$ cat config.mk
export PLATFORM = sky130hd
export DESIGN_NAME = krz_sys_initiator
export DESIGN_NICKNAME = d
export VERILOG_FILES = /design/src/rtl/krz_pkg.sv /design/src/rtl/krz_sys_initiator.sv
export SDC_FILE = /design/constraint.sdc
export NUM_CORES = 1
export LEC_CHECK = 0
export BUFFER_PORTS_ARGS = -buffer_cell sky130_fd_sc_hd__buf_2
export CAP_MARGIN = 20
export CORE_MARGIN = 2
export CORE_UTILIZATION = 30
export DETAILED_ROUTE_END_ITERATION = 10
export SLEW_MARGIN = 30
export SYNTH_ARGS = -nofsm -noshare
export SYNTH_HDL_FRONTEND = slang
export SYNTH_SLANG_ARGS = --single-unit
$ cat constraint.sdc
create_clock -name clk -period 2.1 [get_ports clk]
set_clock_uncertainty 0.1 [all_clocks]
set_input_delay 0.21 -clock clk [delete_from_list [all_inputs] [get_ports clk]]
set_output_delay 0.21 -clock clk [all_outputs]
set_load 0.02 [all_outputs]
$ cat src/rtl/krz_pkg.sv
// Shared Kronos system-bus types.
//   sys_state_e : initiator FSM states (IDLE -> BUS -> RESP -> IDLE)
//   sys_req_t   : one client request as captured onto the bus; also used by krz_intercon
package krz_pkg;

   localparam int SYS_AWIDTH = 24;

   typedef enum logic [1:0] {SYS_IDLE, SYS_BUS, SYS_RESP} sys_state_e;

   typedef struct packed {
      logic [SYS_AWIDTH-1:0] addr;
      logic [31:0]           wdata;
      logic                  we;
      logic [3:0]            mask;
   } sys_req_t;

endpackage

$ cat src/rtl/krz_sys_initiator.sv
// Kronos system-bus initiator: one client request (valid/ready) becomes exactly one
// strobe-until-ack bus transaction, answered by one response (valid/ready).
// A bus timeout turns a missing responder into an error response instead of a hang.
// Ports:
//   clk, RSTN                     clock, async active-low reset
//   req_valid/req_ready           client request handshake
//   req_addr/wdata/we/mask        request payload (byte address, write data, dir, byte enables)
//   rsp_valid/rsp_ready           response handshake, rsp_valid held until accepted
//   rsp_rdata/rsp_err             read data (0 for writes/errors), timeout flag
//   sys_adr/dat/sel/we/stb_o      bus request, qualified by sys_stb_o only
//   sys_dat_i/sys_ack_i           bus read data and acknowledge
module krz_sys_initiator
   import krz_pkg::*;
#(
   parameter int AWIDTH  = 24,
   parameter int TIMEOUT = 16
) (
   input  logic              clk,
   input  logic              RSTN,
   input  logic              req_valid,
   output logic              req_ready,
   input  logic [AWIDTH-1:0] req_addr,
   input  logic [31:0]       req_wdata,
   input  logic              req_we,
   input  logic [3:0]        req_mask,
   output logic              rsp_valid,
   input  logic              rsp_ready,
   output logic [31:0]       rsp_rdata,
   output logic              rsp_err,
   output logic [AWIDTH-1:0] sys_adr_o,
   output logic [31:0]       sys_dat_o,
   output logic [3:0]        sys_sel_o,
   output logic              sys_we_o,
   output logic              sys_stb_o,
   input  logic [31:0]       sys_dat_i,
   input  logic              sys_ack_i
);

   localparam int CW = (TIMEOUT > 0) ? $clog2(TIMEOUT + 1) : 1;

   sys_state_e state;
   sys_req_t   req_q;
   logic       accept;
   logic       timeout_hit;

   assign req_ready = (state == SYS_IDLE);
   assign rsp_valid = (state == SYS_RESP);
   assign accept    = req_valid & req_ready;

   // Strobe drops in the ack cycle itself: a registered-ack responder never
   // sees a second strobe for the same transaction.
   assign sys_stb_o = (state == SYS_BUS) & ~sys_ack_i;

   assign sys_adr_o = AWIDTH'(req_q.addr);
   assign sys_dat_o = req_q.wdata;
   assign sys_sel_o = req_q.mask;
   assign sys_we_o  = req_q.we;

   generate
      if (TIMEOUT > 0) begin : g_to
         logic [CW-1:0] cnt;
         always_ff @(posedge clk or negedge RSTN) begin
            if (!RSTN)                              cnt <= '0;
            else if (accept)                        cnt <= '0;
            else if (state == SYS_BUS && !sys_ack_i) cnt <= cnt + CW'(1);
         end
         // Last strobe cycle without ack; ack in the same cycle still wins in the FSM.
         assign timeout_hit = (state == SYS_BUS) && (cnt == CW'(TIMEOUT - 1));
      end else begin : g_no_to
         assign timeout_hit = 1'b0;
      end
   endgenerate

   always_ff @(posedge clk or negedge RSTN) begin
      if (!RSTN) begin
         state     <= SYS_IDLE;
         req_q     <= '0;
         rsp_rdata <= '0;
         rsp_err   <= 1'b0;
      end else begin
         case (state)
            SYS_IDLE: begin
               if (req_valid) begin
                  req_q.addr  <= SYS_AWIDTH'(req_addr);
                  req_q.wdata <= req_wdata;
                  req_q.we    <= req_we;
                  req_q.mask  <= req_mask;
                  state       <= SYS_BUS;
               end
            end
            SYS_BUS: begin
               if (sys_ack_i) begin
                  rsp_rdata <= req_q.we ? 32'h0 : sys_dat_i;
                  rsp_err   <= 1'b0;
                  state     <= SYS_RESP;
               end else if (timeout_hit) begin
                  rsp_rdata <= 32'h0;
                  rsp_err   <= 1'b1;
                  state     <= SYS_RESP;
               end
            end
            SYS_RESP: begin
               if (rsp_ready) state <= SYS_IDLE;
            end
            default: state <= SYS_IDLE;
         endcase
      end
   end

endmodule

Word-level counts from Yosys, hierarchy flattened
Index checks and enable logic that the tools add are counted.

word-level totals
  bits in latches = 0
  memory bits (read-only) = 0
  output and inout port bits = 97
  memory bits (writable) = 0
  memories = 0
  logic and storage cells = 39
  register bits after elaboration = 101
  input port bits = 98

cells by class
  reduce and logical (&&, ||, !) cells = 9
  order comparisons = 0
  eq/ne operators = 6
  divide/modulo/power cells = 0
  multipliers = 0
  shift operators = 0
  bitwise operators = 3
  multiplexer cells = 12
  add/subtract/negate cells = 1

operators by type and width
  kind                   count
  $mux W32               3
  $mux W5                2
  $mux W2                4
  $pmux W2 S3            1
  $add A5 B1 Y5 const B  1
  $eq A5 B4 Y1 const B   1
  $reduce_and A2 Y1      2
  $reduce_bool A2 Y1     2
  $ne A3 B3 Y1 const B   1
  $reduce_and A3 Y1      1
  $and A1 B1 Y1          2
  $eq A2 B1 Y1 const B   1
  $eq A2 B2 Y1 const B   1
  $logic_and A1 B1 Y1    2
  $logic_not A2 Y1       1
  $mux W1                2
  $ne A2 B1 Y1 const B   1
  $ne A2 B2 Y1 const B   1
  $logic_not A1 Y1       1
  $not A1 Y1             1

Logic depth before layout (Yosys ltp)
Gate-level depths: netlist (run 1).

  depth in word-level cells = 5
  gate-level depth with buffers = 6
  mapped depth without buffers = 5

Worst setup path after synthesis (run 1)
No wires, ideal clock.

  kind = register -> register
  from = register g_to.cnt[0]
  to = register state[1]
  cell stages (with the launch flop) = 7
  path buffers = 1
  period minus slack after synthesis = 1,672 ps
  path slack = 428 ps
  setup time = 118 ps
  data required time = 1,882 ps
  arrival time = 1,454 ps
  cells stage by stage = dfrtp_1 -> ha_1 -> and3_1 -> ha_1 -> o21a_1 -> buf_2 -> a21o_1

on the way
  word-level cells in the longest chain between the ends = 4

ends and longest elaborated chain
  item                                RTL line                 source
  start: declaration                  krz_sys_initiator.sv:61  logic [CW-1:0] cnt;
  start signal: assignment            krz_sys_initiator.sv:65  else if (state == SYS_BUS && !sys_ack_i) cnt <= cnt + CW'(1);
  $eq A5 B4 Y1                        krz_sys_initiator.sv:68  assign timeout_hit = (state == SYS_BUS) && (cnt == CW'(TIMEOUT - 1));
  $logic_and A1 B1 Y1                 krz_sys_initiator.sv:68
  $ne A3 B3 Y1 (no source line)       --
  $reduce_and A3 Y1 (no source line)  --
  end signal: assignment              krz_sys_initiator.sv:76  state <= SYS_IDLE;
  end signal: assignment              krz_sys_initiator.sv:88  state <= SYS_BUS;
  end signal: assignment              krz_sys_initiator.sv:95  state <= SYS_RESP;
  end: declaration                    krz_sys_initiator.sv:41  sys_state_e state;

No other way between the ends.
A chain may end at the register's enable or synchronous reset.

Worst setup path in the final report (run 1)
  from = register req_q (netlist bit sys_we_o)
  to = output sys_we_o

RTL lines
  item                RTL line                 source
  start: declaration  krz_sys_initiator.sv:42  sys_req_t req_q;
  end: declaration    krz_sys_initiator.sv:33  output logic sys_we_o,

No word-level cell between the ends.

==> summary.md, run 1 <==
| Metric | Value |
|---|---|
| HP Class | primary input to register |
| Setup Viol. Count Final | 0 |
| Commonest non-fill, non-tap cell in the layout | buf_2 |
| Maximum Capacitance Violations | 0 |
| WL met3 | 649 microns |
| Max Clk Rate | 554 MHz |
| CP Data Required Time | 1790 ps |
| Global-route wire length before repair | 16.2 mm |
| Die Height | 121 microns |
| Dominant synthesized flop cell | dfrtp_1 |
| Vias in the first global route | 3375 |
| Maximum VDD drop | 0.000582 V |
| Ys async rst share | 100% |
| Hold buffer count at cts | 55 |
| Die width | 121 microns |
| Critical path class | register to output pin |
| Diodes inserted | 0 |
| Sequential area share after synthesis | 61.8% |
| Initial antenna violation count | 0 |
| Final #Nets | 653 |
| Max layer used | met4 |
| Drt via density | 4.46 |
| Drt drc | 0 |
| CP Max Fanout | 34 |
| Post-Route WL | 10.4 mm |
| Power Density | 1510 nW/um^2 |
| Grt total ovfl | 0 |
| CTS Buf Count | 9 |
| Lkg Pwr | 2.98 nW |
| R2R Setup Slk | 320 ps |
| Tcrit/Tclk final | 85.9% |
| Row cnt | 42 |
| CTS tree | built |
| Post-DP HPWL | 6.78 mm |
| Share of cells above drive strength 1 | 43.9% |
| Filler Cell Count | 1198 |
| WP buf/inv | 1 |
| Via count | 3272 |
| Largest net degree at the start of global routing | 55 |
| Minimum clock period | 1800 ps |
| # IOs | 195 |
| Slowest stage delay, CP | 850 ps |
| Crit path DAT | 1490 ps |
| Clock transition at the registers of the reported paths | 60 ps |
| Synth Area per Inst | 13.4 sq um |
| Synth Warn # | 0 |
| DRT antenna net count | 0 |
| Worst-path cell chain | buf_2 |
| Synthesized flop and latch total | 101 |
| Clk sinks | 101 |
| Post-CTS Resized | 0 |
| Slew Limit Fails | 0 |
| Worst-Margin Slew | 789 ps |
| Commonest cells after routing, fill and taps aside | buf_2 (193), dfrtp_1 (101), dlygate4sd3_1 (56), mux2_1 (36), inv_1 (34) |
| Initial DRC Count | 91 |
| Pre-antenna DRT Iters | 4 |
| Initial Util | 30.8% |
| Power, Total | 9.25 mW |
| Number of setup buffers added after CTS | 0 |
| Critical Path Source Type | register |
| Die area | 14600 sq um |
| Post-Synthesis Cells | 306 |
| RePlAce Congestion | 0.743 |
| Worst-Skew Late Latency | 340 ps |
| CTS Root Cell | clkbuf_16 |
| RSZ-0062 raised after global routing | no |
| Slowest stage cell, crit path | dfrtp_1 |
| Synth cell types | 29 |
| Tot GR Track Use | 14.2% |
| Max H-tree Level | 3 |
| CP Capture Type | output pin |
| Core Footprint | 13300 sq um |
| Outcome | finished, final reports clean |
| PortBufs | 194 |
| TNS Setup | 0 ps |
| Mapped cell area | 4090 sq um |
| EDFF count, synth | 0 |
| Cell family with most CP delay | flip-flops |
| DRT met1 WL | 4.27 mm |
| Routed length per placed instance | 14.2 microns |
| Hold Vio Cnt, Final | 0 |
| CTS Buffer Depth | 2 |
| Area growth, synth to finish | 50.2% |
| Syn Nets | 406 |
| Slew HR | 47.4% |
| Met2 WL post-DR | 5.33 mm |
==> report_power, final <==
| part | internal (mW) | leakage, nW | switching, mW | total (mW) |
|---|---|---|---|---|
| clock | 1.11 | 0.163 | 0.682 | 1.79 |
| combinational | 1.64 | 1.58 | 2.36 | 4.00 |
| sequential | 2.90 | 1.24 | 0.565 | 3.46 |
| total | 5.64 | 2.98 | 3.61 | 9.25 |
==> metrics by stage <==
| step | util [%] | area (sq um) | std cells | setup WS [ps] | hold WS (ps) |
|---|---|---|---|---|---|
| finish | 46.2 | 6150 | 734 | 296 | 16.6 |
| floorplan | - | 4090 | 306 | 428 | -186 |
| global placement | 39.6 | 5260 | 662 | 383 | 78.2 |
| CTS | 46.2 | 6140 | 733 | 276 | 0.0298 |
| global route | 46.2 | 6150 | 734 | 172 | 0.743 |
| detailed placement | 39.6 | 5260 | 662 | 332 | 83.8 |
==> logic make-up (layout without fill, tap and decap cells) <==
logic type                 count (synthesis)  count (layout)  synth area share [%]
AOI/OAI and AO/OA                         39              39                  5.14
and+or+nand+nor                           44              44                  8.74
xor gates and xnor gates                   2               2                 0.428
adders and majority gates                  2               2                 0.611
muxes                                     62              62                  17.0
DFF                                      101             101                  61.8
buffers and inverters                     56             308                  6.30
==> layout make-up <==
cell class | instances | area, sq um | area share [%]
clock buffer | 12 | 256 | 4.17
clock inverter | 4 | 70.1 | 1.14
inverter | 35 | 131 | 2.14
multi-input combinational | 149 | 1320 | 21.4
sequential | 101 | 2530 | 41.1
tap | 176 | 220 | 3.58
timing repair buffer | 257 | 1620 | 26.4
==> sequential cells by signal, indices dropped and copies added (netlist names) <==
signal and count:
rsp_rdata 32, sys_dat_o 32, sys_adr_o 24, g_to.cnt 5
sys_sel_o 4, state 2, rsp_err 1, sys_we_o 1
==> cells in the mapped netlist (2+ instances only) <==
library cell / count / share of area [%]
a21oi_1: 2 / 0.24
buf_2: 8 / 0.98
buf_4: 2 / 0.37
buf_6: 4 / 1.1
clkbuf_1: 7 / 0.64
dfrtp_1: 101 / 62
ha_1: 2 / 0.61
inv_1: 34 / 3.1
mux2_1: 36 / 9.9
mux2_2: 25 / 6.9
nand4b_1: 32 / 6.8
nor2_1: 4 / 0.37
nor2b_1: 2 / 0.31
o21ai_0: 27 / 3.3
o21ai_1: 5 / 0.61
xnor2_1: 2 / 0.43
==> per-layer routing <==
metal  global-route usage, %  up-vias
met3                    4.43       12
met5                       0        -
met4                    5.16        0
met1                    16.0     1594
li1                        -     1548
met2                    25.1      118
==> final timing paths <==
| path | from | endpoint | depth (start not counted) |
|---|---|---|---|
| worst max-delay path | sys_we_o | sys_we_o | 1 |
| worst min-delay path | req_wdata[31] | sys_dat_o[31] | 2 |
| worst max register to register | g_to.cnt[0] | rsp_rdata[15] | 6 |
| worst min register to register | sys_adr_o[13] | sys_adr_o[13] | 1 |
| max in group asynchronous | RSTN | g_to.cnt[3] | 3 |
| min in group asynchronous | RSTN | sys_adr_o[14] | 2 |
Note: power is estimated with default switching activity, not from simulation.
==> run 2, diff against run 1 <==
==> constraint.sdc (replaced) <==
create_clock -name clk -period 1.63 [get_ports clk]
set_clock_uncertainty 0.1 [all_clocks]
set_input_delay 0.163 -clock clk [delete_from_list [all_inputs] [get_ports clk]]
set_output_delay 0.163 -clock clk [all_outputs]
set_load 0.02 [all_outputs]
==> summary.md, run 2 (synthesized netlist as in run 1, its figures left out) <==
| Metric | Value |
|---|---|
| Outcome | complete, but fails checks |
| Failing checks | setup timing |
| RSZ-0062 raised after global routing | yes |
| Row cnt | 42 |
| Sequential power share | 35.8% |
| DRT antenna net count | 0 |
| Part of the power in combinational logic | 48.2% |
| Initial Util | 30.8% |
| Initial antenna violation count | 0 |
| Power Density | 1830 nW/um^2 |
| Drt via density | 4.55 |
| Hold Vio Cnt, Final | 0 |
| Die Height | 121 microns |
| Routed length per placed instance | 14.9 microns |
| Switching share of power | 40.4% |
| RePlAce Congestion | 0.691 |
| Maximum Capacitance Violations | 0 |
| Filler Cell Count | 1142 |
| Drt drc | 0 |
| Slowest stage delay, CP | 390 ps |
| Initial DRC Count | 117 |
| Share of cells above drive strength 1 | 47.7% |
| CTS Root Cell | clkbuf_16 |
| Cell family with most CP delay | flip-flops |
| Pre-antenna DRT Iters | 6 |
| CP Max Fanout | 8 |
| Pint | 7.42 mW |
| Via count | 3593 |
| Vias in the first global route | 3681 |
| Commonest cells after routing, fill and taps aside | buf_2 (191), dfrtp_1 (100), dlygate4sd3_1 (95), mux2_1 (36), inv_1 (34) |
| CTS tree | built |
| Critical Path Source Type | register |
| TNS Setup | -2.89 ps |
| Slew Limit Fails | 0 |
| Global-route wire length before repair | 17.7 mm |
| Post-DP HPWL | 6.92 mm |
| Clock transition at the registers of the reported paths | 70 ps |
| Dpl cells | 668 |
| Final #Nets | 709 |
| Max H-tree Level | 3 |
| Lkg Pwr | 3.27 nW |
| Tot GR Track Use | 15.7% |
| Grt total ovfl | 0 |
| Worst hold slack | 132 ps |
| WP buf/inv | 1 |
| # IOs | 195 |
| Slew HR | 60.4% |
| Final WS setup | -2.89 ps |
| Core Footprint | 13300 sq um |
| Diodes inserted | 0 |
| PortBufs | 194 |
| CTS Buffer Depth | 2 |
| CP Capture Type | register |
| Switching pwr | 5.02 mW |
| Worst-path cell chain | ha_2 > and3_4 > ha_4 > o21a_4 > clkbuf_16 > o21ai_2 |
| Die area | 14600 sq um |
| Layout Cells excl Fill | 790 |
| Worst-Margin Slew | 594 ps |
| Critical path class | register to register |
| Largest net degree at the start of global routing | 55 |
| Die width | 121 microns |
| Area growth, synth to finish | 66.6% |
| CP Data Required Time | 1800 ps |
| Clock group share of total power | 16.0% |
| Minimum clock period | 1630 ps |
| CTS Buf Count | 9 |
| Setup Viol. Count Final | 1 |
| Max Clk Rate | 612 MHz |
| Worst-Skew Late Latency | 350 ps |
| HP Class | primary input to register |
| Tcrit/Tclk final | 100% |
| Crit path DAT | 1810 ps |
| Commonest non-fill, non-tap cell in the layout | buf_2 |
| Slowest stage cell, crit path | dfrtp_1 |
| Maximum VDD drop | 0.00105 V |
| Post-Route WL | 11.8 mm |
| Clk sinks | 101 |
## run 2: changes by cell type in the layout (fill, tap and decap cells not counted), sizes merged
cell	delta
clkinvlp	+3
clkbuf	+1
buf	+15
dlygate4sd3	+39
bufinv	-2
## run 2: timing repair
action / in CTS / in global routing
pin swaps: 1 / 3
hold buffers: 95 / 0
buffers inserted: 0 / 7
endpoints found under the hold margin: 195 / 0
endpoints found under the setup margin: 39 / 87
gates cloned: 1 / 3
resized for setup: 33 / 32
## run 2: area by class of cell
cell class,count,area (sq um),share of cell area [%]
clock inverter,5,36.3,0.532
timing repair buffer,313,2210,32.4
tap,176,220,3.23
multi-input combinational,149,1450,21.2
sequential,101,2530,37.1
clock buffer,11,243,3.56
inverter,35,134,1.96
## run 2: layer usage
layer  global-route usage [%]  part of all wire, %
met1                     17.0                   40
met2                     27.9                   52
met3                     5.99                  6.1
met4                     5.52                  1.8
met5                        0                    0
## run 2: worst paths after layout
check                                    from       endpoint  slack, ps  cells after the start
worst max-delay path              g_to.cnt[1]   rsp_rdata[4]         -3                      6
worst min-delay path                sys_ack_i        rsp_err        130                      2
worst max register to register    g_to.cnt[1]   rsp_rdata[4]         -3                      6
worst min register to register  sys_adr_o[11]  sys_adr_o[11]        380                      1
max in group asynchronous                RSTN       sys_we_o        630                      3
min in group asynchronous                RSTN   sys_dat_o[6]        230                      3
## run 2: through the flow
step	utilization, %	instance area, sq um	power [mW]	worst slack, ps
3_5_place_dp	39.9	5310	9.68	-59.2
5_1_grt	51.3	6820	13.2	-58.1
2_1_floorplan	-	4100	7.75	2.65
6_report	51.3	6820	12.4	-2.89
3_3_place_gp	39.9	5310	9.54	14.7
4_1_cts	49.6	6590	12.1	-108
## run 2: power by group through the flow
stage	logic [mW]	clock network [mW]	registers (mW)
after global placement	5.13	0	4.42
after CTS	5.58	2.08	4.45
after floorplan	1.90	0	5.85
final	5.99	2.00	4.46
after detailed placement	5.21	0	4.47
after global routing	6.42	2.20	4.63
